**config.mk**
```make
export PLATFORM = sky130hd
export DESIGN_NAME = vga_320x240_25m_clk
export DESIGN_NICKNAME = d
export VERILOG_FILES = /design/src/rtl/vga_320x240_25m_clk.sv
export SDC_FILE = /design/constraint.sdc
export NUM_CORES = 1
export LEC_CHECK = 0
export ABC_AREA = 1
export BUFFER_PORTS_ARGS = -buffer_cell sky130_fd_sc_hd__buf_2
export CAP_MARGIN = 20
export CORE_UTILIZATION = 49
export DETAILED_ROUTE_END_ITERATION = 8
export GPL_ROUTABILITY_DRIVEN = 0
export GPL_TIMING_DRIVEN = 0
export PLACE_DENSITY = 0.7
export SYNTH_ARGS = -nofsm -noshare
export SYNTH_HDL_FRONTEND = slang
export SYNTH_SLANG_ARGS = --single-unit
```
**constraint.sdc**
```tcl
create_clock -name clk -period 1.87 [get_ports clk]
set_input_delay 0.561 -clock clk [delete_from_list [all_inputs] [get_ports clk]]
set_output_delay 0.561 -clock clk [all_outputs]
set_load 0.005 [all_outputs]
```
**src/rtl/vga_320x240_25m_clk.sv**
```systemverilog
// 640x480@60 VGA timing generator with pixel coordinates halved to a 320x240 grid.
// Outputs are registered decodes of the next counter values, so they track the counters with no lag.
module vga_320x240_25m_clk #(
  parameter int H_VISIBLE   = 640,
  parameter int H_FP        = 16,
  parameter int H_SYNC      = 96,
  parameter int H_BP        = 48,
  parameter int V_VISIBLE   = 480,
  parameter int V_FP        = 10,
  parameter int V_SYNC      = 2,
  parameter int V_BP        = 33,
  parameter int SCALE_SHIFT = 1
) (
  input  logic       clk,
  input  logic       resetn,
  output logic       hs,
  output logic       vs,
  output logic [9:0] current_x,
  output logic [9:0] current_y,
  output logic       blank
);

  localparam int H_TOTAL = H_VISIBLE + H_FP + H_SYNC + H_BP;
  localparam int V_TOTAL = V_VISIBLE + V_FP + V_SYNC + V_BP;

  localparam logic [9:0] H_LAST     = 10'(H_TOTAL - 1);
  localparam logic [9:0] V_LAST     = 10'(V_TOTAL - 1);
  localparam logic [9:0] H_VIS_END  = 10'(H_VISIBLE);
  localparam logic [9:0] V_VIS_END  = 10'(V_VISIBLE);
  localparam logic [9:0] H_SYNC_BEG = 10'(H_VISIBLE + H_FP);
  localparam logic [9:0] H_SYNC_END = 10'(H_VISIBLE + H_FP + H_SYNC);
  localparam logic [9:0] V_SYNC_BEG = 10'(V_VISIBLE + V_FP);
  localparam logic [9:0] V_SYNC_END = 10'(V_VISIBLE + V_FP + V_SYNC);

  logic [9:0] h_cnt_q, h_cnt_d;
  logic [9:0] v_cnt_q, v_cnt_d;
  logic       hs_q, hs_d;
  logic       vs_q, vs_d;
  logic       blank_q, blank_d;
  logic [9:0] x_q, x_d;
  logic [9:0] y_q, y_d;

  // Next counter values and the output decode of those values.
  always_comb begin
    h_cnt_d = h_cnt_q + 10'd1;
    v_cnt_d = v_cnt_q;
    if (h_cnt_q == H_LAST) begin
      h_cnt_d = 10'd0;
      if (v_cnt_q == V_LAST) begin
        v_cnt_d = 10'd0;
      end else begin
        v_cnt_d = v_cnt_q + 10'd1;
      end
    end else begin
      v_cnt_d = v_cnt_q;
    end

    hs_d    = !((h_cnt_d >= H_SYNC_BEG) && (h_cnt_d < H_SYNC_END));
    vs_d    = !((v_cnt_d >= V_SYNC_BEG) && (v_cnt_d < V_SYNC_END));
    blank_d = (h_cnt_d >= H_VIS_END) || (v_cnt_d >= V_VIS_END);
    x_d     = h_cnt_d >> SCALE_SHIFT;
    y_d     = v_cnt_d >> SCALE_SHIFT;
  end

  // Counters plus flops holding the decode; reset values equal the decode of (0,0).
  always_ff @(posedge clk or negedge resetn) begin
    if (!resetn) begin
      h_cnt_q <= 10'd0;
      v_cnt_q <= 10'd0;
      hs_q    <= 1'b1;
      vs_q    <= 1'b1;
      blank_q <= 1'b0;
      x_q     <= 10'd0;
      y_q     <= 10'd0;
    end else begin
      h_cnt_q <= h_cnt_d;
      v_cnt_q <= v_cnt_d;
      hs_q    <= hs_d;
      vs_q    <= vs_d;
      blank_q <= blank_d;
      x_q     <= x_d;
      y_q     <= y_d;
    end
  end

  assign hs        = hs_q;
  assign vs        = vs_q;
  assign blank     = blank_q;
  assign current_x = x_q;
  assign current_y = y_q;

endmodule

```
======== Yosys cells after proc, flatten, opt, wreduce, memory -nomap -nowiden ========
Index checks and enable logic that the tools add are counted.
storage, ports and cells
  bits in registers ....................... 41
  bits of input ports ..................... 2
  output and inout port bits .............. 23
  word-level logic and storage cells ...... 25
cells by class
  $add $sub $neg .......................... 2
  magnitude comparators ................... 6
  equality and inequality tests ........... 2
  mux-type cells .......................... 3
  reduce and logical (&&, ||, !) cells .... 5
operator list
  cell                     count
  $mux W10                 3
  $add A10 B1 Y10 const B  2
  $eq A10 B10 Y1 const B   2
  $ge A10 B10 Y1 const B   2
  $ge A10 B9 Y1 const B    2
  $lt A10 B10 Y1 const B   1
  $lt A10 B9 Y1 const B    1
  $logic_and A1 B1 Y1      2
  $logic_not A1 Y1         2
  $logic_or A1 B1 Y1       1

======== Logic depth before layout (Yosys ltp) ========
Gate-level depths: netlist (run 1).
  word-level depth ........................ 6
  gate-level depth with buffers ........... 12
  mapped depth without buffers ............ 12

======== Worst setup path after synthesis (run 1) ========
OpenSTA, ideal clock, no wires.
  path type ............................... register to register
  start point ............................. register h_cnt_q[0]
  end point ............................... register vs_q (netlist: vs)
  library setup time ...................... 0.086 ns
  arrival time ............................ 1.440 ns
  data required time ...................... 1.784 ns
  slack ................................... 0.344 ns
  cell stages (with the launch flop) ...... 11
  path buffers ............................ 1
  period minus slack after synthesis ...... 1.526 ns
  cells stage by stage .................... dfrtp_1 > ha_1 > nand2_1 > inv_2 > nand2_4 > nor2_8 > buf_12 > nand3_4 > nor2_4 > xor2_1 > nand3_1
on the way
  word-level cells in the longest chain between the ends .. 5
  elaborated cells between the ends (all ways) .. 6
  those cells by class .................... 2 x order compare; 1 x eq/ne; 1 x mux; 2 x reduce/logical
ends and longest elaborated chain
  item                                                   RTL line  text
  start: declaration                                     35        logic [9:0] h_cnt_q, h_cnt_d;
  start signal: assignment                               76        h_cnt_q <= h_cnt_d;
  $eq A10 B10 Y1 *                                       47        if (h_cnt_q == H_LAST) begin
  $mux W10 *                                             47
  $ge A10 B9 Y1 / $lt A10 B9 Y1 (equally long branches)  59        vs_d = !((v_cnt_d >= V_SYNC_BEG) && (v_cnt_d < V_SYNC_END));
  $logic_and A1 B1 Y1 *                                  59
  $logic_not A1 Y1 *                                     59
  net vs_d                                               38        logic vs_q, vs_d;
  end signal: assignment                                 79        vs_q <= vs_d;
  end: declaration                                       38
Mark *: on every way through the listed nets, which the timed path passes. The rest lies on a longest branch.

======== Final worst setup path (run 1) ========
  start point ............................. register h_cnt_q[1]
  end point ............................... register vs_q (netlist: vs)
The elaborated chain is that of the path after synthesis.

==> results of run 1 <==
==> cell type report <==
cell class,count,area (sq um),area share
Buffer,22,175,0.0925
Clock buffer,4,26.3,0.0139
Inverter,36,135,0.0713
Multi-Input combinational cell,153,791,0.417
Sequential cell,23,579,0.306
Tap cell,44,55.1,0.0291
Timing Repair Buffer,25,133,0.0700
==> state kept, by name, summed over array words and instances (netlist names) <==
register / count
current_y: 1
v_cnt_q: 9
vs: 1
hs: 1
h_cnt_q: 9
blank: 1
current_x: 1
==> power by group through the flow <==
stage | sequential [mW] | combinational (mW) | clock (mW)
final | 0.498 | 0.0138 | 0.232
after global routing | 0.498 | 0.0167 | 0.258
after CTS | 0.498 | 0.0149 | 0.251
after detailed placement | 0.507 | 0.0149 | 0
after global placement | 0.507 | 0.0149 | 0
after floorplan | 0.507 | 0.00390 | 0
==> metrics by stage <==
step | std cells | TNS (ns)
4_1_cts | 305 | 0
5_1_grt | 307 | 0
6_report | 307 | 0
2_1_floorplan | 233 | 0
3_5_place_dp | 299 | -0.100
3_3_place_gp | 299 | -0.171
==> timing repair <==
action,in CTS,in global routing
resized for setup,0,4
setup buffers,2,1
pin swaps,1,1
endpoints found under the setup margin,3,3
cloned,0,1
==> layer usage <==
layer  global-route usage  share of wire
met1                0.278           0.54
met2                0.284           0.42
met5                    0              0
met3               0.0238          0.034
met4               0.0631          0.012
==> final timing paths <==
check	startpoint	to	slack (ns)	depth (start not counted)
setup reg to reg	h_cnt_q[1]	vs	0.16	11
max in group asynchronous	resetn	hs	1.31	1
min in group clk	h_cnt_q[0]	h_cnt_q[1]	0.54	1
hold / removal	resetn	h_cnt_q[1]	0.19	1
hold reg to reg	h_cnt_q[0]	h_cnt_q[1]	0.54	1
setup / recovery	h_cnt_q[1]	vs	0.16	11
==> synth_stat cells (all sizes together) (2+ instances only) <==
| cell type | n | area [sq um] |
|---|---|---|
| a21oi | 4 | 27.5 |
| dfstp | 2 | 52.6 |
| nand3 | 25 | 160 |
| buf | 22 | 175 |
| nor2 | 35 | 168 |
| nand4 | 6 | 37.5 |
| inv | 35 | 131 |
| o21ai | 4 | 20.0 |
| nand2 | 66 | 258 |
| xor2 | 2 | 17.5 |
| dfrtp | 21 | 526 |
| ha | 4 | 50.1 |
==> logic make-up after synthesis <==
| logic type | count (synthesis) |
|---|---|
| AND/OR/NAND/NOR | 135 |
| other | 1 |
| adder cells (fa/ha/maj) | 4 |
| flip-flops | 23 |
| XOR/XNOR | 2 |
| AO/OA/AOI/OAI | 9 |
| buffers and inverters | 58 |
==> worst max-delay path: stages (launching register included) <==
cell	delay, ns
sky130_fd_sc_hd__dfrtp_1	0.42
sky130_fd_sc_hd__ha_1	0.18
sky130_fd_sc_hd__nand2_1	0.11
sky130_fd_sc_hd__inv_2	0.10
sky130_fd_sc_hd__nand2_4	0.09
sky130_fd_sc_hd__nor2_8	0.16
sky130_fd_sc_hd__buf_12	0.15
sky130_fd_sc_hd__nand2_1	0.05
sky130_fd_sc_hd__nand2_1	0.07
sky130_fd_sc_hd__nand3_1	0.10
sky130_fd_sc_hd__nor2_2	0.12
sky130_fd_sc_hd__nand3_1	0.09
==> flow_results.xml, run 1 <==
<?xml version="1.0" encoding="UTF-8"?>
<metrics>
  <group name="status">
    <metric name="status" unit="">finished, final reports clean</metric>
  </group>
  <group name="cells_and_area">
    <metric name="filler_cells" unit="">296</metric>
    <metric name="layout.cells.most_common" unit="">sky130_fd_sc_hd__nand2_1</metric>
    <metric name="finalCoreUtilization" unit="">0.606</metric>
    <metric name="drive_gt1_frac" unit="">0.278</metric>
    <metric name="area_growth" unit="%">14.4</metric>
    <metric name="finish.instance_area" unit="sq um">1890</metric>
    <metric name="ant_cells" unit="">0</metric>
    <metric name="final_cell_mix" unit="">sky130_fd_sc_hd__nand2_1 (64), sky130_fd_sc_hd__inv_1 (33), sky130_fd_sc_hd__nor2_1 (28), sky130_fd_sc_hd__buf_2 (23), sky130_fd_sc_hd__buf_4 (23)</metric>
    <metric name="num-nets-final" unit="">270</metric>
  </group>
  <group name="logic_synthesis">
    <metric name="synth.lib_cells_used.distinct" unit="">30</metric>
    <metric name="yosys_register_bits" unit="">23</metric>
    <metric name="avgSynthCellArea" unit="sq um">7.14</metric>
    <metric name="synthXorXnorAreaFrac" unit="">0.0106</metric>
    <metric name="ys_seq_area_frac" unit="">0.349</metric>
    <metric name="dominant_combinational_cell_family_by_area_after_synthesis" unit="">simple AND/OR/NAND/NOR gates</metric>
    <metric name="post_syn_instances" unit="">232</metric>
    <metric name="multiplexer_area_fraction_after_synthesis" unit="">0</metric>
    <metric name="yosysWarningCount" unit="">0</metric>
    <metric name="syn-cell-area" unit="sq um">1660</metric>
    <metric name="synth_top_flop_cell" unit="">sky130_fd_sc_hd__dfrtp_1</metric>
    <metric name="async_reset_ff_frac" unit="">1.00</metric>
    <metric name="synth-edff-count" unit="">0</metric>
    <metric name="yosys.area_share.simple" unit="">0.387</metric>
    <metric name="compound_gate_portion_of_the_synthesized_area" unit="">0.0332</metric>
    <metric name="synth-adder-area-share" unit="">0.0302</metric>
  </group>
  <group name="placed_design">
    <metric name="placement.setup.worst_slack" unit="ns">-0.0748</metric>
    <metric name="io_buffer_count" unit="">22</metric>
    <metric name="post_dp_cell_area" unit="sq um">1830</metric>
    <metric name="hpwlAfterDp" unit="mm">2.32</metric>
  </group>
  <group name="timing">
    <metric name="rsz0062_at_grt" unit="">false</metric>
    <metric name="final-max-slew-violation-count" unit="">0</metric>
    <metric name="final.setup_skew" unit="ns">0.00871</metric>
    <metric name="fraction_of_the_cycle_the_final_worst_path_needs" unit="">0.915</metric>
    <metric name="worst-slew-pin-transition" unit="ns">0.501</metric>
    <metric name="maxSlewHeadroom" unit="">0.666</metric>
    <metric name="finalHoldViolCount" unit="">0</metric>
    <metric name="post-route-min-period" unit="ns">1.71</metric>
    <metric name="fin_worst_hold_slack" unit="ns">0.191</metric>
    <metric name="timing.final.ws_setup" unit="ns">0.160</metric>
    <metric name="report.final.setup_viol" unit="">0</metric>
    <metric name="fmaxAchievable" unit="MHz">585</metric>
  </group>
  <group name="critical_path">
    <metric name="timing.critical_path.to_type" unit="">flip-flop</metric>
    <metric name="crit_path_start_kind" unit="">flip-flop</metric>
    <metric name="critical_path_peak_fanout" unit="">10</metric>
    <metric name="timing.critical_path.arrival" unit="ns">1.96</metric>
    <metric name="crit_type" unit="">reg2reg</metric>
    <metric name="critical_path_required" unit="ns">2.12</metric>
  </group>
  <group name="clock_tree">
    <metric name="clkTransAtPathRegs" unit="ns">0.13</metric>
    <metric name="cts_tree" unit="">built</metric>
    <metric name="worstSkewPairLatency" unit="ns">0.31</metric>
    <metric name="clock-root-buffer" unit="">sky130_fd_sc_hd__clkbuf_4</metric>
    <metric name="cts.path.max_buffers" unit="">2</metric>
    <metric name="htree_num_levels" unit="">1</metric>
    <metric name="cts_inserted_buffers" unit="">3</metric>
    <metric name="ctsHoldBuffers" unit="">0</metric>
    <metric name="numClockSinks" unit="">23</metric>
  </group>
  <group name="power">
    <metric name="sw_frac_of_total" unit="">0.214</metric>
    <metric name="finalPower" unit="uW">743</metric>
    <metric name="power.switching" unit="uW">159</metric>
    <metric name="clock_power_share" unit="">0.312</metric>
    <metric name="cell_pwr_density" unit="nW/um^2">392</metric>
    <metric name="ir_drop" unit="uV">292</metric>
    <metric name="power_report.internal_total" unit="uW">584</metric>
    <metric name="power_leakage" unit="nW">1.07</metric>
    <metric name="power.share.sequential" unit="">0.670</metric>
    <metric name="combinational_share_of_power" unit="">0.019</metric>
  </group>
  <group name="detailed_routing">
    <metric name="remaining_drc_errors" unit="">0</metric>
    <metric name="avgViaCountPerCell" unit="">4.69</metric>
    <metric name="detail_route.iter0.violations" unit="">36</metric>
    <metric name="drt.antenna.violating_nets" unit="">0</metric>
    <metric name="routed_wirelength_normalized_by_instance_count" unit="um">10.4</metric>
    <metric name="vias" unit="">1439</metric>
    <metric name="drt-pass1-iter-count" unit="">4</metric>
    <metric name="routed_wirelength" unit="mm">3.18</metric>
  </group>
  <group name="global_routing">
    <metric name="total_congestion_overflow" unit="">0</metric>
    <metric name="first_global_vias" unit="">1163</metric>
    <metric name="groute.usage.overall" unit="">0.190</metric>
    <metric name="initial_antenna_violation_count" unit="">0</metric>
    <metric name="grt_first_pass_wirelength" unit="mm">5.16</metric>
    <metric name="grt_max_degree" unit="">24</metric>
  </group>
  <group name="floorplanning">
    <metric name="die_span_in_x" unit="um">60.1</metric>
    <metric name="die_y" unit="um">60.1</metric>
    <metric name="total_core_area" unit="sq um">3130</metric>
    <metric name="io_pins" unit="">25</metric>
    <metric name="fp-row-count" unit="">20</metric>
    <metric name="fp.dieArea" unit="sq um">3620</metric>
    <metric name="initial_utilization" unit="">0.530</metric>
  </group>
  <group name="job">
    <metric name="drv_cap" unit="">0</metric>
  </group>
  <group name="worst_hold_path">
    <metric name="worstHoldPathType" unit="">in2async</metric>
  </group>
</metrics>
Power figures use the tool's default switching activity.
==> inputs of run 2 (changes only) <==
CORE_ASPECT_RATIO = 0.9   (was unset)
==> run 2 against run 1 <==
  * Fmax shrank 2.0%
  * Via count shrank 0.76%
  * Total power grew 8.9%
  * Largest cell class unchanged
  * Largest power group unchanged
==> flow_results.xml, run 2 (same netlist as run 1, synthesis figures left out) <==
<?xml version="1.0" encoding="UTF-8"?>
<metrics>
  <group name="status">
    <metric name="status" unit="">finished, final reports clean</metric>
  </group>
  <group name="floorplanning">
    <metric name="die_y" unit="um">57.2</metric>
    <metric name="initial_utilization" unit="">0.528</metric>
    <metric name="die_span_in_x" unit="um">63.3</metric>
    <metric name="fp.dieArea" unit="sq um">3620</metric>
    <metric name="total_core_area" unit="sq um">3140</metric>
    <metric name="io_pins" unit="">25</metric>
    <metric name="fp-row-count" unit="">19</metric>
  </group>
  <group name="timing">
    <metric name="final.setup_skew" unit="ns">0.00242</metric>
    <metric name="final-max-slew-violation-count" unit="">0</metric>
    <metric name="fraction_of_the_cycle_the_final_worst_path_needs" unit="">0.933</metric>
    <metric name="fmaxAchievable" unit="MHz">573</metric>
    <metric name="post-route-min-period" unit="ns">1.74</metric>
    <metric name="finalHoldViolCount" unit="">0</metric>
    <metric name="final.setup.tns" unit="ns">0</metric>
    <metric name="report.final.setup_viol" unit="">0</metric>
  </group>
  <group name="global_routing">
    <metric name="groute.usage.overall" unit="">0.198</metric>
    <metric name="grt_first_pass_wirelength" unit="mm">5.53</metric>
    <metric name="first_global_vias" unit="">1217</metric>
    <metric name="initial_antenna_violation_count" unit="">0</metric>
    <metric name="grt_max_degree" unit="">24</metric>
    <metric name="total_congestion_overflow" unit="">0</metric>
  </group>
  <group name="job">
    <metric name="drv_cap" unit="">0</metric>
  </group>
  <group name="detailed_routing">
    <metric name="avgViaCountPerCell" unit="">4.67</metric>
    <metric name="drt-pass1-iter-count" unit="">4</metric>
    <metric name="vias" unit="">1428</metric>
    <metric name="remaining_drc_errors" unit="">0</metric>
    <metric name="detail_route.iter0.violations" unit="">93</metric>
    <metric name="routed_wirelength_normalized_by_instance_count" unit="um">10.9</metric>
    <metric name="drt.antenna.violating_nets" unit="">0</metric>
    <metric name="routed_wirelength" unit="mm">3.34</metric>
  </group>
  <group name="clock_tree">
    <metric name="worstSkewPairLatency" unit="ns">0.26</metric>
    <metric name="numClockSinks" unit="">23</metric>
    <metric name="htree_num_levels" unit="">1</metric>
    <metric name="cts_tree" unit="">built</metric>
    <metric name="ctsHoldBuffers" unit="">0</metric>
    <metric name="clock-root-buffer" unit="">sky130_fd_sc_hd__clkbuf_8</metric>
    <metric name="cts.path.max_buffers" unit="">2</metric>
    <metric name="cts_inserted_buffers" unit="">3</metric>
    <metric name="clkTransAtPathRegs" unit="ns">0.07</metric>
  </group>
  <group name="power">
    <metric name="power_leakage" unit="nW">1.08</metric>
    <metric name="ir_drop" unit="uV">431</metric>
    <metric name="cell_pwr_density" unit="nW/um^2">420</metric>
    <metric name="finalPower" unit="uW">809</metric>
  </group>
  <group name="critical_path">
    <metric name="timing.critical_path.arrival" unit="ns">1.93</metric>
    <metric name="crit_type" unit="">reg2reg</metric>
    <metric name="critical_path_peak_fanout" unit="">10</metric>
    <metric name="critical_path_required" unit="ns">2.05</metric>
    <metric name="crit_path_start_kind" unit="">flip-flop</metric>
    <metric name="timing.critical_path.to_type" unit="">flip-flop</metric>
  </group>
  <group name="placed_design">
    <metric name="io_buffer_count" unit="">22</metric>
    <metric name="hpwlAfterDp" unit="mm">2.50</metric>
  </group>
  <group name="worst_hold_path">
    <metric name="worstHoldPathType" unit="">in2async</metric>
  </group>
  <group name="cells_and_area">
    <metric name="num-nets-final" unit="">271</metric>
    <metric name="drive_gt1_frac" unit="">0.288</metric>
    <metric name="area_growth" unit="%">16.2</metric>
    <metric name="layout_top_registers" unit="">h_cnt_q (9), v_cnt_q (9)</metric>
    <metric name="final_cell_mix" unit="">sky130_fd_sc_hd__nand2_1 (63), sky130_fd_sc_hd__inv_1 (33), sky130_fd_sc_hd__nor2_1 (28), sky130_fd_sc_hd__buf_4 (24), sky130_fd_sc_hd__buf_2 (23)</metric>
    <metric name="layout.cells.most_common" unit="">sky130_fd_sc_hd__nand2_1</metric>
    <metric name="ant_cells" unit="">0</metric>
  </group>
</metrics>
-- run 2: cell count changes in the layout (fill, tap and decap cells not counted), sizes merged --
cell,change
buf,+1
-- run 2: final timing paths --
path	start	to	slack (ns)	depth (start not counted)
max	h_cnt_q[1]	vs	0.13	11
min	resetn	current_x[8]	0.26	1
max reg2reg	h_cnt_q[1]	vs	0.13	11
min reg2reg	h_cnt_q[0]	h_cnt_q[0]	0.49	1
max in group asynchronous	resetn	h_cnt_q[0]	1.25	1
min in group clk	h_cnt_q[0]	h_cnt_q[0]	0.49	1
-- run 2: area by class of cell --
cell class | count | area [sq um]
plain buffers | 22 | 175
inverters | 36 | 135
repair buffers | 26 | 140
multi-input cells | 153 | 797
well taps | 42 | 52.6
flip-flops and latches | 23 | 579
clock buffers | 4 | 45.0
fillers | 318 | 1210
-- run 2: timing repair --
action,CTS,global route
gates cloned,0,1
endpoints found under the setup margin,3,3
pin swaps,1,1
setup buffers,2,2
gates resized for setup,0,6
-- run 2: stage by stage --
| step | setup WS [ns] | cell area (sq um) | utilization | cells | hold slack [ns] |
|---|---|---|---|---|---|
| after floorplan | 0.344 | 1660 | - | 233 | 0.265 |
| after global placement | -0.107 | 1820 | 0.581 | 297 | 0.511 |
| after detailed placement | -0.0922 | 1820 | 0.581 | 297 | 0.511 |
| after CTS | 0.0641 | 1880 | 0.600 | 303 | 0.272 |
| after global routing | -0.0236 | 1920 | 0.613 | 306 | 0.285 |
| final | 0.125 | 1920 | 0.613 | 306 | 0.258 |
-- run 2: routing by layer --
layer | part of all wire | track usage
met1 | 0.50 | 0.292
met5 | 0 | 0
met4 | 0.017 | 0.0519
met2 | 0.45 | 0.296
met3 | 0.041 | 0.0420
-- run 2: critical path, cell delays in order, from the launching register on --
cell	delay, ns
sky130_fd_sc_hd__dfrtp_1	0.40
sky130_fd_sc_hd__ha_1	0.20
sky130_fd_sc_hd__nand2_2	0.09
sky130_fd_sc_hd__inv_2	0.09
sky130_fd_sc_hd__nand2_4	0.09
sky130_fd_sc_hd__nor2_8	0.14
sky130_fd_sc_hd__buf_12	0.15
sky130_fd_sc_hd__nand2_1	0.05
sky130_fd_sc_hd__nand2_1	0.07
sky130_fd_sc_hd__nand3_1	0.09
sky130_fd_sc_hd__nor2_1	0.16
sky130_fd_sc_hd__nand3_1	0.11
-- run 2: power by group --
part	internal (mW)	total (mW)	switching (mW)
Sequential	0.497	0.497	0
Clock	0.152	0.298	0.146
Combinational	0.00335	0.0138	0.0105
